`config.mk`:
```
export PLATFORM = sky130hd
export DESIGN_NAME = mem_access_ctl
export DESIGN_NICKNAME = d
export VERILOG_FILES = /design/src/rtl/mem_access_ctl.sv
export SDC_FILE = /design/constraint.sdc
export NUM_CORES = 1
export LEC_CHECK = 0
export BUFFER_PORTS_ARGS = -buffer_cell sky130_fd_sc_hd__buf_2
export CAP_MARGIN = 20
export CORE_AREA = 2 2 97 99
export DETAILED_ROUTE_END_ITERATION = 12
export DIE_AREA = 0 0 99 101
export PLACE_DENSITY_LB_ADDON = 0.15
export SETUP_SLACK_MARGIN = 0.1
export SYNTH_ARGS = -nofsm -noshare
export SYNTH_HDL_FRONTEND = slang
export SYNTH_SLANG_ARGS = --single-unit
```
`constraint.sdc`:
```
create_clock -name clk -period 5 [get_ports clk]
set_input_delay 0.25 -clock clk [delete_from_list [all_inputs] [get_ports clk]]
set_output_delay 0.25 -clock clk [all_outputs]
set_load 0.005 [all_outputs]
```
`src/rtl/mem_access_ctl.sv`:
```
// MEM-stage sequencer: data-memory req/ack handshake, pipeline stall, branch resolution, misalign/timeout abort.
// Optional MEM_PERF_CNT_EN adds saturating stall-cycle and completed-access counters on perf_stall/perf_acc.
module mem_access_ctl #(
    parameter int WAIT_MAX = 15,
    parameter int TMO_W    = 4
) (
    input  logic        clk,
    input  logic        rst_n,
    input  logic        valid,
    input  logic        branch,
    input  logic        memread,
    input  logic        memwrite,
    input  logic        zero,
    input  logic [31:0] add_result,
    input  logic [31:0] alu_result,
    input  logic [31:0] rdata2out,
    output logic        dmem_req,
    output logic        dmem_we,
    output logic [31:0] dmem_addr,
    output logic [31:0] dmem_wdata,
    input  logic        dmem_ack,
    output logic        stall,
    output logic        pcsrc,
    output logic [31:0] branch_target,
    output logic        flush,
    output logic        mem_err,
    output logic [31:0] perf_stall,
    output logic [15:0] perf_acc
);

    // state | meaning
    // IDLE  | evaluate EX/MEM; stall one cycle while launching an access
    // BUSY  | request outstanding, waiting for dmem_ack or timeout
    // ERR   | one-cycle abort: flush the faulting instruction
    typedef enum logic [1:0] {S_IDLE, S_BUSY, S_ERR} state_t;

    localparam logic [TMO_W-1:0] CNT_LAST = TMO_W'(WAIT_MAX - 1);

    state_t           state, state_nxt;
    logic [TMO_W-1:0] cnt, cnt_nxt;
    logic             req_nxt, we_nxt, err_nxt;
    logic [31:0]      addr_nxt, wdata_nxt;
    logic             acc, misaligned;

    assign acc        = valid & (memread | memwrite);
    assign misaligned = (alu_result[1:0] != 2'b00);

    always_ff @(posedge clk or negedge rst_n) begin
        if (!rst_n) begin
            state      <= S_IDLE;
            cnt        <= '0;
            dmem_req   <= 1'b0;
            dmem_we    <= 1'b0;
            dmem_addr  <= '0;
            dmem_wdata <= '0;
            mem_err    <= 1'b0;
        end else begin
            state      <= state_nxt;
            cnt        <= cnt_nxt;
            dmem_req   <= req_nxt;
            dmem_we    <= we_nxt;
            dmem_addr  <= addr_nxt;
            dmem_wdata <= wdata_nxt;
            mem_err    <= err_nxt;
        end
    end

    always_comb begin
        state_nxt = state;
        cnt_nxt   = cnt;
        req_nxt   = dmem_req;
        we_nxt    = dmem_we;
        addr_nxt  = dmem_addr;
        wdata_nxt = dmem_wdata;
        err_nxt   = 1'b0;
        stall     = 1'b0;
        case (state)
            S_IDLE: begin
                if (acc) begin
                    stall = 1'b1;
                    if (misaligned) begin
                        state_nxt = S_ERR;
                        err_nxt   = 1'b1;
                    end else begin
                        state_nxt = S_BUSY;
                        req_nxt   = 1'b1;
                        we_nxt    = memwrite;
                        addr_nxt  = alu_result;
                        wdata_nxt = rdata2out;
                        cnt_nxt   = '0;
                    end
                end
            end
            S_BUSY: begin
                stall = ~dmem_ack;
                if (dmem_ack) begin
                    state_nxt = S_IDLE;
                    req_nxt   = 1'b0;
                end else if (cnt == CNT_LAST) begin
                    state_nxt = S_ERR;
                    req_nxt   = 1'b0;
                    err_nxt   = 1'b1;
                end else begin
                    cnt_nxt = cnt + TMO_W'(1);
                end
            end
            S_ERR: begin
                state_nxt = S_IDLE;
            end
            default: begin
                state_nxt = S_IDLE;
            end
        endcase
    end

    // A branch carried with a memory op resolves on the ack cycle, when stall drops.
    assign pcsrc         = valid & branch & zero & ~stall;
    assign flush         = pcsrc | (state == S_ERR);
    assign branch_target = add_result;

`ifdef MEM_PERF_CNT_EN
    logic [31:0] stall_cnt;
    logic [15:0] acc_cnt;

    always_ff @(posedge clk or negedge rst_n) begin
        if (!rst_n) begin
            stall_cnt <= '0;
            acc_cnt   <= '0;
        end else begin
            if (stall && (stall_cnt != '1)) begin
                stall_cnt <= stall_cnt + 32'd1;
            end
            if ((state == S_BUSY) && dmem_ack && (acc_cnt != '1)) begin
                acc_cnt <= acc_cnt + 16'd1;
            end
        end
    end

    assign perf_stall = stall_cnt;
    assign perf_acc   = acc_cnt;
`else
    assign perf_stall = '0;
    assign perf_acc   = '0;
`endif

endmodule

```
==> results of run 1 <==
[through the flow]
step	hold WS, ns	setup slack, ns	utilization [%]	power (mW)
2_1_floorplan	-0.0456	3.25	-	1.16
3_3_place_gp	0.461	2.71	45.2	1.33
3_5_place_dp	0.461	2.67	45.2	1.34
4_1_cts	0.0862	2.71	47.6	1.86
5_1_grt	0.109	2.63	47.6	1.94
6_report	0.0522	2.71	47.6	1.83
[kinds of logic (layout without fill, tap and decap cells)]
group,count (synthesis),after routing
buf+inv,92,160
flops,73,73
mux,66,66
simple gates,21,21
compound gates,11,11
fa+ha+maj,2,2
other cells,1,48
[routing by layer]
layer	global-route usage, %	up-vias
li1	-	979
met1	18.4	1051
met2	20.9	120
met3	5.13	18
met4	5.06	0
met5	0	-
[registers in the layout, summed over array words and instances (netlist names)]
| name | cells |
|---|---|
| dmem_addr | 32 |
| dmem_req | 1 |
| mem_err | 1 |
| cnt | 4 |
| dmem_wdata | 32 |
| dmem_we | 1 |
| state | 2 |
[synthesized netlist by cell type (2+ instances only)]
| cell type | instances |
|---|---|
| o31ai_1 | 2 |
| nand2_1 | 2 |
| nand3_1 | 6 |
| a21oi_1 | 3 |
| buf_6 | 5 |
| mux2_1 | 2 |
| ha_1 | 2 |
| and2_1 | 2 |
| buf_8 | 2 |
| nor3_1 | 2 |
| nor2_1 | 4 |
| mux2_4 | 63 |
| o21ai_1 | 5 |
| dfrtp_1 | 73 |
| buf_4 | 81 |
| inv_1 | 3 |
[final cells by class]
| cell class | instances | area, µm² |
|---|---|---|
| fill | 844 | 4700 |
| clock inverter | 5 | 80.1 |
| multi-input combinational | 148 | 1370 |
| sequential | 73 | 1830 |
| clock buffer | 10 | 138 |
| inverter | 3 | 11.3 |
| tap | 111 | 139 |
| timing repair buffer | 142 | 716 |
[worst min path at each step]
stage,startpoint,end,cells past startpoint
after floorplan,rst_n,cnt[0]$_DFFE_PN0P_,0
after global placement,rst_n,dmem_addr[26]$_DFFE_PN0P_,1
after detailed placement,rst_n,dmem_addr[26]$_DFFE_PN0P_,1
after CTS,rst_n,dmem_addr[26]$_DFFE_PN0P_,1
after global routing,rdata2out[12],dmem_wdata[12]$_DFFE_PN0P_,2
final,rst_n,dmem_addr[25]$_DFFE_PN0P_,1
[power groups by stage]
stage / Combinational [mW] / Sequential (mW) / Clock (mW)
2_1_floorplan: 0.304 / 0.855 / 0
3_3_place_gp: 0.487 / 0.845 / 0
3_5_place_dp: 0.495 / 0.845 / 0
4_1_cts: 0.496 / 0.836 / 0.522
5_1_grt: 0.534 / 0.856 / 0.550
6_report: 0.488 / 0.836 / 0.502
[worst register-to-register path: cells and delay by family, from the launching register on]
family / cells / cell delay (ns)
buffers and inverters: 1 / 0.48
flip-flops: 1 / 0.46
multiplexers: 1 / 0.39
AND/OR/NAND/NOR: 1 / 0.85
==> flow_summary.ini, run 1 <==
[power]
leakagePower_nw = 2.42
p_sw_share_pct = 25.6
pwr-share-clk_pct = 27.5
p_seq_share_pct = 45.8
combPwrFrac_pct = 26.7
p_int_mw = 1.36
p_sw_mw = 0.467
p_per_area_nw_per_um2 = 427
ir_worst_vdd_v = 0.000144

[floorplanning]
dieArea_um2 = 10000
initial_core_util_pct = 41.4
fp-row-count = 35
coreArea_um2 = 8980
die_w_um = 99
die_height_um = 101
top_level_ports = 254

[worst_setup_path]
critPathCaptureType = register
r2r-end = dmem_addr[13]$_DFFE_PN0P_
cp.depth = 3
worstPathCellList = or4b_4, buf_4, mux2_4
cp-start-kind = register
max_stage_delay_ns = 0.85
reg2reg_depth = 3
cp_top_family = simple AND/OR/NAND/NOR gates
cp-endpoint = dmem_addr[13]$_DFFE_PN0P_
reg2reg_slack_ns = 2.71
worstSetupStartpoint = state[0]$_DFFE_PN0P_
cp.arrival_ns = 2.50
path_class = reg2reg
cp_max_fo = 37
r2r_start = state[0]$_DFFE_PN0P_
slowest_stage = or4b_4
critPathBufInv = 1
cp.required_ns = 5.21

[finish]
drive_gt1_share_pct = 58.3
layout.cells.most_common = buf_2
syn2layout_area_growth_pct = 14.9
layout_common_cells = buf_2 (140), dfrtp_1 (73), mux2_4 (63), conb_1 (48), clkbuf_8 (10)
fin_nets = 483
antenna_cells = 0
fin_area_um2 = 4280
final_cells = 492

[global_route]
antenna_found_initial = 0
overflow = 0
grt_max_degree = 74
grt_usage_pct = 13.9
grt_pass1_vias = 2060
grt_first_pass_wirelength_um = 10800

[detailed_routing]
wire_per_inst_um = 14.1
drt_pass1_iterations = 4
drc = 0
vias = 2168
ant_nets = 0
vias_per_cell = 4.41
top_layer = met4
met1_length_um = 2990
drt_wl_total_um = 6940
met2_length_um = 3240
dr_wl_met3_um = 567
dr.first_iter.drc_count = 33

[synth]
ys_ff_latch = 73
synth_fa_ha_area_share_pct = 0.672
synthSimpleGateAreaFrac_pct = 3.06
synth_area_um2 = 3720
synth_compound_area_share_pct = 1.71
synth_area_leaders = dfrtp_1 (49%), mux2_4 (25%), buf_4 (16%)
ys.flop_type = dfrtp_1
synth-edff-count = 0
synth_xor_area_share_pct = 0
yosysTopAreaCellShare_pct = 49.1
synth_warnings = 0
synthMuxAreaShare_pct = 26.3
avgSynthCellArea_um2 = 14.0
synth.distinct_cells = 25
async_flop_share_pct = 100
seq_area_frac_synth_pct = 49.1
synth_top_family_by_area = multiplexers
synth_area_leader_cell = dfrtp_1
synth_cells = 266

[sta]
post-route-period-util_pct = 45.8
timing.fmax_mhz = 437
worstMarginPinSlew_ns = 0.899
maxSlewViolCount = 0
fin_skew_ns = 0.00882
final-setup-viol-count = 0
rsz0062_at_grt = no
fin_setup_tns_ns = 0
finalCriticalPeriod_ns = 2.29
slew_headroom_pct = 40.0
hold_viol_final = 0

[placed_design]
gp_congestion = 0.696
dpl.hpwl_um = 4990
placed_cell_area_um2 = 4060
port_buffers = 141
dp.cells = 477

[clock_tree]
postCtsSetupRepairBufs = 0
cts_buffers = 9
cts_root_buffer = clkbuf_8
post_cts_resized = 0
clkLatencyLatePin_ns = 0.33
holdBufCountCts = 0
cts_buffer_depth = 2
cts_tree = yes
path_clk_slew_ns = 0.08
cts_sinks = 73
htree_levels = 3

[hold_path]
hold_class = in2async

[run_status]
status = completed

[run]
cap_violations = 0
(Power assumes the default switching activity.)
==> run 2, diff against run 1 <==
ABC_AREA = 1   (was unset)
CORE_AREA = unset   (was 2 2 97 99)
CORE_MARGIN = 2   (was unset)
CORE_UTILIZATION = 37   (was unset)
DIE_AREA = unset   (was 0 0 99 101)
clock period = 1.86 ns   (was 5 ns; I/O delays follow)
==> flow_summary.ini, run 2 <==
[sta]
finalCriticalPeriod_ns = 1.57
rsz0062_at_grt = no
timing.hold.ws_ns = 0.0793
fin_skew_ns = 0.00558
final-setup-viol-count = 0
timing.fmax_mhz = 638
post-route-period-util_pct = 84.3
maxSlewViolCount = 0
fin_setup_tns_ns = 0
setup_ws_ns = 0.292
hold_viol_final = 0

[synth]
yosysTopAreaCellShare_pct = 51.6
synth_area_leaders = dfrtp_1 (52%), nand2_1 (22%), buf_4 (17%)
ys.flop_type = dfrtp_1
synth_area_leader_cell = dfrtp_1
avgSynthCellArea_um2 = 8.48
yosysMostFrequentCell = nand2_1
synth_common_cells = nand2_1 (207), buf_4 (82), dfrtp_1 (73), inv_1 (10)
seq_area_frac_synth_pct = 51.6
synth-edff-count = 0
synth.distinct_cells = 20
synth_warnings = 0
async_flop_share_pct = 100
synth_cells = 417
synth_area_um2 = 3540
ys_ff_latch = 73

[finish]
syn2layout_area_growth_pct = 35.1
top_regs = dmem_addr x32, dmem_wdata x32, cnt x4
fin_nets = 699
drive_gt1_share_pct = 28.3
layout.cells.most_common = nand2_1
final_cells = 727
final_util_pct = 51.7
antenna_cells = 0
layout_common_cells = nand2_1 (207), buf_2 (140), dfrtp_1 (73), dlygate4sd3_1 (64), conb_1 (48)

[run]
cap_violations = 0

[detailed_routing]
drc = 0
vias = 3000
drt_pass1_iterations = 4
vias_per_cell = 4.13
wire_per_inst_um = 11.6
ant_nets = 0
drt_wl_total_um = 8440
dr.first_iter.drc_count = 87

[hold_path]
min_from = dmem_ack
hold_path_end = mem_err$_DFF_PN0_
hold_class = in2reg
whs_path_depth = 4

[worst_setup_path]
r2r_start = state[0]$_DFFE_PN0P_
path_class = in2reg
worstSetupStartpoint = memwrite
cp.required_ns = 2.09
reg2reg_depth = 6
reg2reg_slack_ns = 0.42
critPathCaptureType = register
cp-start-kind = input pin
cp_max_fo = 30
r2r-end = dmem_wdata[7]$_DFFE_PN0P_
cp.arrival_ns = 1.80

[placed_design]
dp.cells = 647
post-place-ws_ns = 0.439
dpl.hpwl_um = 5760
gp_congestion = 0.738
port_buffers = 141

[clock_tree]
htree_levels = 3
cts_buffer_depth = 2
cts_buffers = 9
clkLatencyLatePin_ns = 0.33
cts_root_buffer = clkbuf_8
path_clk_slew_ns = 0.08
cts_sinks = 73
cts_tree = yes

[floorplanning]
top_level_ports = 254
die_height_um = 102
die_w_um = 102
fp-row-count = 35
coreArea_um2 = 9240
dieArea_um2 = 10400
initial_core_util_pct = 38.3

[global_route]
antenna_found_initial = 0
overflow = 0
grt-busiest-layer = met2
grt_max_degree = 38
grtUsageMet1_pct = 18.7
grt_first_pass_wirelength_um = 13400
grt.met2_usage_pct = 27.9
use_met3_pct = 5.73
grt_usage_pct = 16.6
grt_pass1_vias = 2954

[power]
leakagePower_nw = 2.77
p_per_area_nw_per_um2 = 924
ir_worst_vdd_v = 0.000460

[run_status]
status = completed
run 2: cell count changes in the layout (fill, tap and decap cells not counted), sizes merged, moves of 3 or more:
cell         before  now
buf             142  148
dlygate4sd3       0   64
mux2             65    0
inv               3   12
nand2             3  207
nor2              4   11
nand3             6    9
run 2: stage by stage:
stage	power, mW	cell area, µm²
global route	4.76	4780
CTS	4.49	4780
detailed placement	3.13	3940
floorplan	2.69	3710
finish	4.42	4780
global placement	3.11	3940
run 2: worst max-delay path by stage:
stage | slack (ns) | cells past startpoint | endpoint
3_3_place_gp | 0.49 | 7 | cnt[3]$_DFFE_PN0P_
5_1_grt | 0.12 | 7 | flush
2_1_floorplan | 0.62 | 6 | dmem_addr[27]$_DFFE_PN0P_
6_report | 0.29 | 9 | cnt[1]$_DFFE_PN0P_
4_1_cts | 0.24 | 7 | flush
3_5_place_dp | 0.44 | 6 | dmem_wdata[16]$_DFFE_PN0P_
run 2: critical path, cell delays in order:
cell	delay [ns]
dlygate4sd3_1	0.53
buf_2	0.14
nor2_1	0.18
nor2_4	0.06
nand3b_2	0.12
buf_4	0.33
nand2_1	0.19
nand2_1	0.10
nand2_1	0.05
run 2: timing repair:
action / in CTS / in global routing
endpoints found under the setup margin: 0 / 1
endpoints found under the hold margin: 87 / 0
buffers inserted: 0 / 0
hold buffers: 64 / 0
resized for setup: 0 / 1
run 2: layout make-up:
class                           count  area [µm²]
Clock buffer                       11         141
Clock inverter                      5        55.1
Sequential cell                    73        1830
Multi-Input combinational cell    285        1130
Fill cell                         898        4460
Inverter                           12        45.0
Tap cell                          129         161
Timing Repair Buffer              212        1410
run 2: power by group:
| group | internal [mW] | leakage [nW] | switching [mW] |
|---|---|---|---|
| logic | 0.550 | 1.75 | 0.507 |
| clock network | 0.652 | 0.0953 | 0.573 |
| registers | 1.94 | 0.927 | 0.190 |
run 2: layer usage:
layer | share of wire (%) | up-vias
li1 | - | 1476
met1 | 41 | 1348
met2 | 48 | 148
met3 | 8.3 | 28
met4 | 2.9 | 0
met5 | 0 | -
run 2: logic make-up after synthesis:
logic type | share of synthesized area, %
flops | 51.6
simple gates | 25.0
xor+xnor | 0.248
other cells | 0.106
fa+ha+maj | 0.707
compound gates | 0.955
buf+inv | 21.3
==> run 3, diff against run 2 <==
ABC_AREA = 0   (was 1)
CORE_UTILIZATION = 38   (was 37)
clock period = 1.4 ns   (was 1.86 ns; I/O delays follow)
==> flow_summary.ini, run 3 (synthesis results as in run 1) <==
[run_status]
status = finished with violations
violations = negative setup slack

[detailed_routing]
drt_pass1_iterations = 4
vias = 2464
drc = 0
dr.first_iter.drc_count = 38
vias_per_cell = 4.16
drt_wl_total_um = 8260
wire_per_inst_um = 14.0
ant_nets = 0

[sta]
rsz0062_at_grt = yes
finalCriticalPeriod_ns = 1.66
final-setup-viol-count = 75
post-route-period-util_pct = 119
timing.hold.ws_ns = 0.0254
hold_viol_final = 0
maxSlewViolCount = 0
fin_skew_ns = 0.0133
timing.fmax_mhz = 601
setup_ws_ns = -0.263

[finish]
antenna_cells = 0
final_util_pct = 53.0
layout_common_cells = buf_2 (140), dfrtp_1 (73), mux2_4 (65), dlygate4sd3_1 (63), conb_1 (48)
top_regs = dmem_addr x32, dmem_wdata x32, cnt x4
nFillCells = 893
fin_area_um2 = 5110
layout.cells.most_common = buf_2
drive_gt1_share_pct = 52.9
multi_input_area_um2 = 1400
fin_nets = 562
syn2layout_area_growth_pct = 37.3
regArea_um2 = 1830

[global_route]
grt_usage_pct = 15.0
antenna_found_initial = 0
overflow = 0
grt_first_pass_wirelength_um = 12300
grt_pass1_vias = 2494
grt_max_degree = 40

[clock_tree]
htree_levels = 3
path_clk_slew_ns = 0.08
cts_buffers = 9
cts_sinks = 73
cts_tree = yes
clkLatencyLatePin_ns = 0.34
cts_root_buffer = clkbuf_8
cts_buffer_depth = 2

[worst_setup_path]
slowest_stage = or4b_4
max_stage_delay_ns = 0.59
cp.required_ns = 1.63
r2r_start = state[0]$_DFFE_PN0P_
critPathCaptureType = register
cp-start-kind = register
worstSetupStartpoint = state[0]$_DFFE_PN0P_
path_class = reg2reg
cp.arrival_ns = 1.89
cp_max_fo = 28
worstPathCellList = or4b_4, buf_12, nand2_4, mux2_4

[floorplanning]
initial_core_util_pct = 38.6
dieArea_um2 = 10600
fp-row-count = 36
die_w_um = 103
coreArea_um2 = 9640
top_level_ports = 254
die_height_um = 103

[power]
ir_worst_vdd_v = 0.000481
leakagePower_nw = 2.78
p_per_area_nw_per_um2 = 1310

[placed_design]
dpl.hpwl_um = 5390
placed_cell_area_um2 = 4260
post-place-ws_ns = -0.259
gp_congestion = 0.721
port_buffers = 141

[run]
cap_violations = 0

[hold_path]
min_from = dmem_ack
hold_class = in2reg
run 3: cell count changes in the layout (fill, tap and decap cells not counted), moves of 4 or more:
cell,delta
nand2_1,-205
inv_1,-7
mux2_4,+65
buf_4,+8
nand3_1,-4
nor2_1,-4
o21ai_1,+5
run 3: final cells by class:
type | count | area share, %
Tap cell | 133 | 3.26
Multi-Input combinational cell | 148 | 27.3
Clock buffer | 9 | 2.42
Sequential cell | 73 | 35.8
Inverter | 3 | 0.220
Timing Repair Buffer | 221 | 29.4
Clock inverter | 5 | 1.59
run 3: per-layer routing:
layer  wire length [µm]  vias to the layer above  GRT usage, %  part of all wire, %
li1                   -                     1137             -                    -
met3                614                       29          5.36                  7.4
met2               4080                      106          25.0                   49
met4                192                        0          5.57                  2.3
met5                  0                        -             0                    0
met1               3370                     1192          18.0                   41
run 3: path summary, 6_finish.rpt:
kind                       cells past startpoint                         to  slack (ns)
hold / removal                                 2       state[1]$_DFFE_PN0P_        0.03
setup reg to reg                               4         cnt[1]$_DFFE_PN0P_       -0.26
hold reg to reg                                1   dmem_addr[1]$_DFFE_PN0P_        0.49
min in group asynchronous                      2  dmem_wdata[9]$_DFFE_PN0P_        0.14
setup / recovery                               4         cnt[1]$_DFFE_PN0P_       -0.26
max in group asynchronous                      3  dmem_addr[10]$_DFFE_PN0P_        0.71
run 3: timing repair:
| item | CTS | global route |
|---|---|---|
| cloned | 0 | 0 |
| hold buffers | 63 | 0 |
| resized for setup | 4 | 1 |
| endpoints found under the setup margin | 76 | 76 |
| hold endpoints to repair | 135 | 0 |
| pin swaps | 2 | 1 |
| setup buffers | 1 | 1 |
run 3: through the flow:
step                      setup TNS, ns  power (mW)  std cells
after floorplan                  -18.29        4.15        313
after global placement           -13.28        4.83        515
after CTS                        -15.99        6.82        593
final                            -15.39        6.71        592
after detailed placement         -14.47        4.86        515
after global routing             -18.47        7.16        592
run 3: critical path, delay by kind of cell (launching register included):
kind / cells / cell delay, ns
buffers and inverters: 1 / 0.21
flip-flops: 1 / 0.38
multiplexers: 1 / 0.29
AND/OR/NAND/NOR: 2 / 0.67
run 3: where the power goes:
group	total (mW)	switching, mW	internal [mW]
sequential	2.96	0.290	2.67
clock	1.76	0.768	0.987
combinational	1.99	0.668	1.33
total	6.71	1.73	4.98
